**config.mk**
```make
export PLATFORM = sky130hd
export DESIGN_NAME = rail_adc_scheduler
export DESIGN_NICKNAME = d
export VERILOG_FILES = /design/src/rtl/rail_adc_scheduler_pkg.sv /design/src/rtl/sweep_tick_gen.sv /design/src/rtl/rail_adc_scheduler.sv
export SDC_FILE = /design/constraint.sdc
export NUM_CORES = 1
export LEC_CHECK = 0
export ABC_CLOCK_PERIOD_IN_PS = 6400
export BUFFER_PORTS_ARGS = -buffer_cell sky130_fd_sc_hd__buf_2
export CORE_MARGIN = 2
export CORE_UTILIZATION = 54
export CTS_CLUSTER_SIZE = 24
export DETAILED_ROUTE_END_ITERATION = 10
export GPL_TIMING_DRIVEN = 0
export PLACE_DENSITY = 0.79
export SYNTH_ARGS = -nofsm -noshare
export SYNTH_HDL_FRONTEND = slang
export SYNTH_SLANG_ARGS = --single-unit
```
**constraint.sdc**
```tcl
create_clock -name sclk -period 6.4 [get_ports sclk]
set_input_delay 1.28 -clock sclk [delete_from_list [all_inputs] [get_ports sclk]]
set_output_delay 1.28 -clock sclk [all_outputs]
set_load 0.02 [all_outputs]
```
**src/rtl/rail_adc_scheduler_pkg.sv**
```systemverilog
// Shared types for the rail ADC scheduler: FSM state encoding and default sample width.
package roversPackage;

  localparam int RAIL_ADC_DATA_W = 16;

  typedef enum logic [2:0] {
    IDLE,
    SELECT,
    START,
    WAIT,
    DONE
  } rail_sched_state_t;

endpackage

```
**src/rtl/sweep_tick_gen.sv**
```systemverilog
// Free-running prescaler: tick is high for one cycle every DIV cycles (counter at DIV-1).
module sweep_tick_gen #(
  parameter int DIV = 16
) (
  input  logic clk,
  input  logic rst,
  output logic tick
);

  localparam int CW = (DIV > 1) ? $clog2(DIV) : 1;

  logic [CW-1:0] cnt_q, cnt_d;

  assign tick  = (cnt_q == CW'(DIV - 1));
  assign cnt_d = tick ? '0 : cnt_q + 1'b1;

  always_ff @(posedge clk or posedge rst) begin
    if (rst) cnt_q <= '0;
    else     cnt_q <= cnt_d;
  end

endmodule

```
**src/rtl/rail_adc_scheduler.sv**
```systemverilog
// Round-robin sweep of the enabled rail ADC channels through one shared reader,
// holding the latest sample, valid and fault flags per channel.
module rail_adc_scheduler
  import roversPackage::*;
#(
  parameter int SYSCLK_FREQ    = 100_000_000,
  parameter int NUM_ADCS       = 5,
  parameter int SWEEP_RATE_HZ  = 1000,
  parameter int DATA_W         = RAIL_ADC_DATA_W,
  parameter int TIMEOUT_CYCLES = 10_000,
  localparam int CHAN_W        = (NUM_ADCS > 1) ? $clog2(NUM_ADCS) : 1
) (
  input  logic                             sclk,
  input  logic                             rst,
  input  logic [NUM_ADCS-1:0]              chanEn,
  input  logic                             clrFlags,
  output logic                             convStart,
  output logic [CHAN_W-1:0]                convChan,
  input  logic                             convDone,
  input  logic [DATA_W-1:0]                convData,
  output logic [NUM_ADCS-1:0][DATA_W-1:0]  sample,
  output logic [NUM_ADCS-1:0]              sampleValid,
  output logic [NUM_ADCS-1:0]              timeoutFlag,
  output logic                             overrun,
  output logic                             sweepDone,
  output logic [15:0]                      sweepCount,
  output rail_sched_state_t                dbgState
);

  localparam int TICK_DIV = SYSCLK_FREQ / SWEEP_RATE_HZ;
  localparam int IDX_W    = $clog2(NUM_ADCS + 1);
  localparam int TO_W     = $clog2(TIMEOUT_CYCLES + 1);

  rail_sched_state_t                 state_q, state_d;
  logic [NUM_ADCS-1:0]               mask_q, mask_d;
  logic [IDX_W-1:0]                  idx_q, idx_d;
  logic [CHAN_W-1:0]                 chan_q, chan_d;
  logic [TO_W-1:0]                   to_cnt_q, to_cnt_d;
  logic [NUM_ADCS-1:0][DATA_W-1:0]   sample_q, sample_d;
  logic [NUM_ADCS-1:0]               valid_q, valid_d;
  logic [NUM_ADCS-1:0]               tflag_q, tflag_d;
  logic                              overrun_q, overrun_d;
  logic [15:0]                       sweep_count_q, sweep_count_d;
  logic                              tick;
  logic                              found;
  logic [CHAN_W-1:0]                 found_chan;

  sweep_tick_gen #(.DIV(TICK_DIV)) u_tick (
    .clk  (sclk),
    .rst  (rst),
    .tick (tick)
  );

  // Lowest enabled channel at or above idx; scanning downward lets the lowest win.
  always_comb begin
    found      = 1'b0;
    found_chan = '0;
    for (int i = NUM_ADCS - 1; i >= 0; i--) begin
      if (mask_q[i] && (IDX_W'(i) >= idx_q)) begin
        found      = 1'b1;
        found_chan = CHAN_W'(i);
      end
    end
  end

  // Reader handshake: convStart pulses for one cycle in START with convChan already
  // stable; the reader answers with a one-cycle convDone carrying convData. A done
  // seen outside WAIT (late, or after a timeout) is dropped.
  always_comb begin
    state_d       = state_q;
    mask_d        = mask_q;
    idx_d         = idx_q;
    chan_d        = chan_q;
    to_cnt_d      = to_cnt_q;
    sample_d      = sample_q;
    valid_d       = valid_q;
    tflag_d       = tflag_q;
    overrun_d     = overrun_q;
    sweep_count_d = sweep_count_q;
    convStart     = 1'b0;
    sweepDone     = 1'b0;

    // Clears first so a set event later in this block wins in the same cycle.
    if (clrFlags) begin
      tflag_d   = '0;
      overrun_d = 1'b0;
    end
    if (tick && (state_q != IDLE)) overrun_d = 1'b1;

    case (state_q)
      IDLE: begin
        if (tick) begin
          mask_d  = chanEn;
          idx_d   = '0;
          state_d = SELECT;
        end
      end
      SELECT: begin
        if (found) begin
          chan_d  = found_chan;
          idx_d   = IDX_W'(found_chan) + 1'b1;
          state_d = START;
        end else begin
          state_d = DONE;
        end
      end
      START: begin
        convStart = 1'b1;
        to_cnt_d  = '0;
        state_d   = WAIT;
      end
      WAIT: begin
        if (convDone) begin
          sample_d[chan_q] = convData;
          valid_d[chan_q]  = 1'b1;
          state_d          = SELECT;
        end else if (to_cnt_q == TO_W'(TIMEOUT_CYCLES - 1)) begin
          tflag_d[chan_q]  = 1'b1;
          valid_d[chan_q]  = 1'b0;
          state_d          = SELECT;
        end else begin
          to_cnt_d = to_cnt_q + 1'b1;
        end
      end
      DONE: begin
        sweepDone     = 1'b1;
        sweep_count_d = sweep_count_q + 16'd1;
        state_d       = IDLE;
      end
      default: state_d = IDLE;
    endcase
  end

  always_ff @(posedge sclk or posedge rst) begin
    if (rst) begin
      state_q       <= IDLE;
      mask_q        <= '0;
      idx_q         <= '0;
      chan_q        <= '0;
      to_cnt_q      <= '0;
      sample_q      <= '0;
      valid_q       <= '0;
      tflag_q       <= '0;
      overrun_q     <= 1'b0;
      sweep_count_q <= '0;
    end else begin
      state_q       <= state_d;
      mask_q        <= mask_d;
      idx_q         <= idx_d;
      chan_q        <= chan_d;
      to_cnt_q      <= to_cnt_d;
      sample_q      <= sample_d;
      valid_q       <= valid_d;
      tflag_q       <= tflag_d;
      overrun_q     <= overrun_d;
      sweep_count_q <= sweep_count_d;
    end
  end

  assign convChan    = chan_q;
  assign sample      = sample_q;
  assign sampleValid = valid_q;
  assign timeoutFlag = tflag_q;
  assign overrun     = overrun_q;
  assign sweepCount  = sweep_count_q;
  assign dbgState    = state_q;

endmodule

```
# Word level (Yosys, flattened, before mapping)
# Cells that the tools add are included.
# Widths: inputs -> output; s select.
[totals]
ff_bits = 152
latchBits = 0
ramBits = 0
mem_bits_ro = 0
input_bits = 25
out_inout_bits = 115
wordCells = 98
n_memories = 0
[classes]
n_addsub = 4
mul = 0
div = 0
order_cmp = 7
eq_ne = 11
shift = 0
mux = 37
n_bitwise = 4
reduce_logical = 20
[op_table]
columns = ["operator", "n"]
rows = [
  ["$bwmux 80", 1],
  ["$demux 16 s3", 1],
  ["$mux 3", 11],
  ["$mux 5", 6],
  ["$mux 14", 2],
  ["$pmux 14 s2", 1],
  ["$add 17x1->17 const B", 1],
  ["$eq 17x17->1 const B", 1],
  ["$mux 17", 1],
  ["$add 16x1->16 const B", 1],
  ["$mux 16", 1],
  ["$add 14x1->14 const B", 1],
  ["$eq 14x14->1 const B", 1],
  ["$pmux 3 s4", 1],
  ["$mux 1", 10],
  ["$or 5x5->5", 2],
  ["$reduce_and 2->1", 5],
  ["$ne 2x2->1 const B", 4],
  ["$reduce_bool 2->1", 4],
  ["$logic_and 1x1->1", 7],
  ["$eq 3x2->1 const B", 2],
  ["$ge 1x3->1 const A", 2],
  ["$ge 2x3->1 const A", 2],
  ["$pmux 3 s2", 1],
  ["13 further kinds", 14],
]

# Depth between registers and ports, before layout
[logic_depth]
word_depth = 10
ltp_mapped = 9
ltp_nobuf = 8

# Cells and area by module
# From an unflattened synthesis, not the netlist that was laid out.
[hier_totals]
cells_unflattened = 507
hier_area_um2 = 6443.7
[modules_own_cells]
columns = ["mod", "n_inst", "cells_each", "area_each_um2", "seq_area_each_um2"]
rows = [
  ["rail_adc_scheduler", 1, 432, 5617.9, 3378.2],
  ["sweep_tick_gen", 1, 75, 825.8, 425.4],
]

# Worst setup path after synthesis
# OpenSTA, ideal clock, no wires.
[synth_timing]
kind = "input to register"
startpoint = "input port convDone"
endpoint = "register sample_q, in the netlist sample[0]"
setup_time_ns = 0.125
arrival_time_ns = 2.969
t_required_ns = 6.275
slack_ns = 3.306
cell_stages = 7
path_buffers = 3
cell_sequence = "buf_2 > nand2_1 > or3_1 > clkbuf_1 > nor3_2 > buf_2 > mux2_2"
[synth_via]
elab_chain_cells = 1
[synth_lines]
columns = ["item", "line_no", "rtl"]
rows = [
  ["from (decl)", "rail_adc_scheduler.sv:19", "input logic convDone,"],
  ["$reduce_and 2->1 (no source line)", "--", ""],
  ["to (signal assigned)", "rail_adc_scheduler.sv:152", "sample_q <= sample_d;"],
  ["to (decl)", "rail_adc_scheduler.sv:39", "logic [NUM_ADCS-1:0][DATA_W-1:0] sample_q, sample_d;"],
]
# Every way passes these cells.
# A chain may end at the register's enable or synchronous reset.

# Worst setup path after layout
[layout_timing]
startpoint = "input port convDone"
endpoint = "register sample_q, in the netlist sample[48]"
# The elaborated chain is that of the path after synthesis.

==> results.json <==
{
  "syn_nets": 534,
  "dr_total_vias": 4558,
  "p_seq_share_pct": 39.3,
  "cp_cell_sequence": "buf_2, nand2_1, or3_1, clkbuf_1, nor2_1, buf_2, mux2_2",
  "cts_setup_buffers": 0,
  "cp_common_cell": "buf_2",
  "wl_um": 14100,
  "wire_per_inst_um": 17.2,
  "critPathSlowestCell": "nor2_1",
  "critPathRequiredTime_ns": 6.71,
  "dieHeight_um": 113,
  "synth.avg_cell_area_um2": 12.7,
  "cts.sinks": 152,
  "switching_share_pct": 37.1,
  "cts.repair.resized": 0,
  "crit_path_end_kind": "register",
  "slew_violations": 0,
  "initial_core_util_pct": 55.7,
  "grt_usage_pct": 23.4,
  "drt-pass1-iter-count": 4,
  "reg2reg_to": "sample[48]",
  "outcome": "finished clean",
  "period_share_pct": 51.0,
  "finClkSkew_ns": 0.00624,
  "root_buffer": "clkbuf_16",
  "synth_ff_type": "dfrtp_1",
  "area_growth_syn_to_layout_pct": 23.0,
  "comb_power_share_pct": 34.2,
  "vdd_ir_drop_max_v": 0.000432,
  "cap_violations": 0,
  "ios": 140,
  "synth_area_mm2": 0.00639,
  "gr-total-overflow": 0,
  "seq_area_frac_synth_pct": 59.5,
  "holdPathEnd": "u_tick.cnt_q[0]",
  "intPower_w": 0.00227,
  "tightest_slew_ns": 0.808,
  "clk_pin_slew_ns": 0.06,
  "regToRegSetupSlack_ns": 3.54,
  "fin_util_pct": 68.5,
  "drt_iter0_drc": 281,
  "coreArea_mm2": 0.0115,
  "vias_per_cell": 5.57,
  "grt_pass1_vias": 4680,
  "yosysWarnings": 0,
  "die_area_mm2": 0.0127,
  "drc": 0,
  "layout-drive-gt1-share_pct": 41.4,
  "die_w_um": 113,
  "start_kind": "primary input",
  "cts_buffer_depth": 2,
  "ctsHoldBuffers": 0,
  "insertion_delay_ns": 0.43,
  "ant_nets": 0,
  "crit_type": "in2reg",
  "synth_edf_count": 0,
  "cts_buffers": 17,
  "leakagePower_nw": 3.86,
  "fin_crit_ns": 3.27,
  "crit_family": "simple AND/OR/NAND/NOR gates",
  "antenna_found_initial": 0,
  "rsz0062_at_grt": "false",
  "h-tree-depth": 4,
  "num-nets-final": 692,
  "setup_viol_count_final": 0,
  "cts_tree": "done",
  "clkPwrFrac_pct": 26.5,
  "cp_max_fo": 10,
  "timing.setup.tns_ns": 0,
  "critPathBufInv": 3,
  "ys_seq_elements": 152,
  "rr_startpoint": "dbgState[2]",
  "postSynthCellCount": 505,
  "arrival_ns": 3.58,
  "hold_violations": 0,
  "globalplace.congestion": 0.858,
  "reg2reg_depth": 6,
  "n_antenna_cell": 0,
  "min_from": "u_tick.cnt_q[0]",
  "hold_path.class": "reg2reg",
  "netlist.area_leader.share_pct": 59.5,
  "clock.fmax_ghz": 0.306,
  "grt_max_degree": 102,
  "async_flop_share_pct": 100,
  "synthDistinctLibCells": 55,
  "powerDensity_mw_per_mm2": 459,
  "p_switching_w": 0.00134,
  "slew_headroom_pct": 45.9,
  "rows": 39,
  "dp.cells": 787,
  "hpwl_um": 9850,
  "grt_first_pass_wirelength_um": 23200,
  "portBuffers": 138,
  "max_stage_delay_ns": 0.66,
  "hold-path-cell-count": 1,
  "stdcell_count": 819,
  "synthTopCellsByArea": "dfrtp_1 (60%), mux2_2 (15%), xnor2_1 (2.7%), nor2_1 (2.0%), xor2_1 (1.9%)",
  "synth_area_leader_cell": "dfrtp_1"
}
layout make-up:
class / instances / area [um2]
Buffer: 15 / 66.3
Clock buffer: 17 / 425
Clock inverter: 15 / 141
Fill cell: 854 / 3610
Inverter: 15 / 61.3
Multi-Input combinational cell: 323 / 2460
Sequential cell: 152 / 3800
Tap cell: 143 / 179
Timing Repair Buffer: 139 / 718
cells in the mapped netlist (all sizes together) (5+ instances only):
cell / number
or3: 8
nor2: 34
clkbuf: 9
o21ai: 18
xnor2: 20
nor3: 10
buf: 6
nand2: 33
nand3: 18
mux2: 88
and2: 5
xor2: 14
dfrtp: 152
a21oi: 9
nand4: 8
inv: 15
worst reg2reg max path, stage by stage, from the launching register on:
cell	delay, ns
dfrtp_1	0.44
nand2b_1	0.28
or3_1	0.36
clkbuf_1	0.18
nor2_1	0.66
buf_2	0.44
mux2_2	0.39
kinds of logic (layout without fill, tap and decap cells):
family	Yosys count	count (layout)	synth area share (%)
adder cells (fa/ha/maj)	4	4	0.783
buffers and inverters	30	201	1.92
XOR/XNOR	34	34	4.66
multiplexers	88	88	15.5
flip-flops	152	152	59.5
AO/OA/AOI/OAI	51	51	5.23
AND/OR/NAND/NOR	146	146	12.4
power by group through the flow:
| stage | Combinational (W) | Sequential [W] | Clock, W |
|---|---|---|---|
| 5_1_grt | 0.00132 | 0.00146 | 0.00102 |
| 2_1_floorplan | 0.000469 | 0.00175 | 0 |
| 3_3_place_gp | 0.00120 | 0.00141 | 0 |
| 4_1_cts | 0.00124 | 0.00142 | 0.000976 |
| 6_report | 0.00123 | 0.00142 | 0.000957 |
| 3_5_place_dp | 0.00124 | 0.00143 | 0 |
cells in the final DEF (no fill, tap or decap), types with 3 or more instances in the layout:
cell,instances
dfrtp_1,152
buf_2,143
mux2_2,87
nor2_1,34
nand2_1,32
xnor2_1,20
nand3_1,18
o21ai_0,18
clkbuf_16,17
inv_1,14
xor2_1,14
clkbuf_1,9
a21oi_1,9
nor3_1,9
or3_1,8
nand4_1,8
inv_6,6
and2_1,5
nand2b_1,4
and4_1,4
o22ai_1,4
ha_1,4
nor2b_1,3
nor4_1,3
clkinv_2,3
clkinv_4,3
stage by stage:
| stage | setup slack [ns] | area (um2) | hold WS (ns) | total power, W |
|---|---|---|---|---|
| final | 3.13 | 7860 | 0.455 | 0.00361 |
| after detailed placement | 2.73 | 7290 | 0.449 | 0.00267 |
| after global routing | 3.03 | 7860 | 0.488 | 0.00380 |
| after global placement | -0.359 | 7260 | 0.438 | 0.00261 |
| after floorplan | 1.03 | 6390 | 0.424 | 0.00222 |
| after CTS | 3.12 | 7860 | 0.457 | 0.00364 |
how the worst max path moves through the flow:
stage | startpoint | slack, ns | depth (start not counted) | to
3_3_place_gp | rst | -0.36 | 2 | sample[26]
3_5_place_dp | convDone | 2.73 | 7 | sample[54]
4_1_cts | dbgState[0] | 3.12 | 5 | sweepDone
2_1_floorplan | rst | 1.03 | 1 | asynchronous set/reset pin
5_1_grt | dbgState[0] | 3.03 | 5 | sweepDone
6_report | convDone | 3.13 | 7 | sample[48]
registers in the layout, summed over array words and instances, names as in the netlist, named ones only:
name,flops
overrun,1
sweepCount,16
timeoutFlag,5
idx_q,3
sample,80
to_cnt_q,14
convChan,3
mask_q,5
u_tick.cnt_q,17
dbgState,3
routing by layer:
layer	track usage, %	part of all wire (%)	vias up
met5	0	0	-
met4	9.43	2.1	0
met3	7.50	6.5	25
met2	38.1	50	152
met1	29.1	42	2274
li1	-	-	2107
Power figures use the tool's default switching activity.
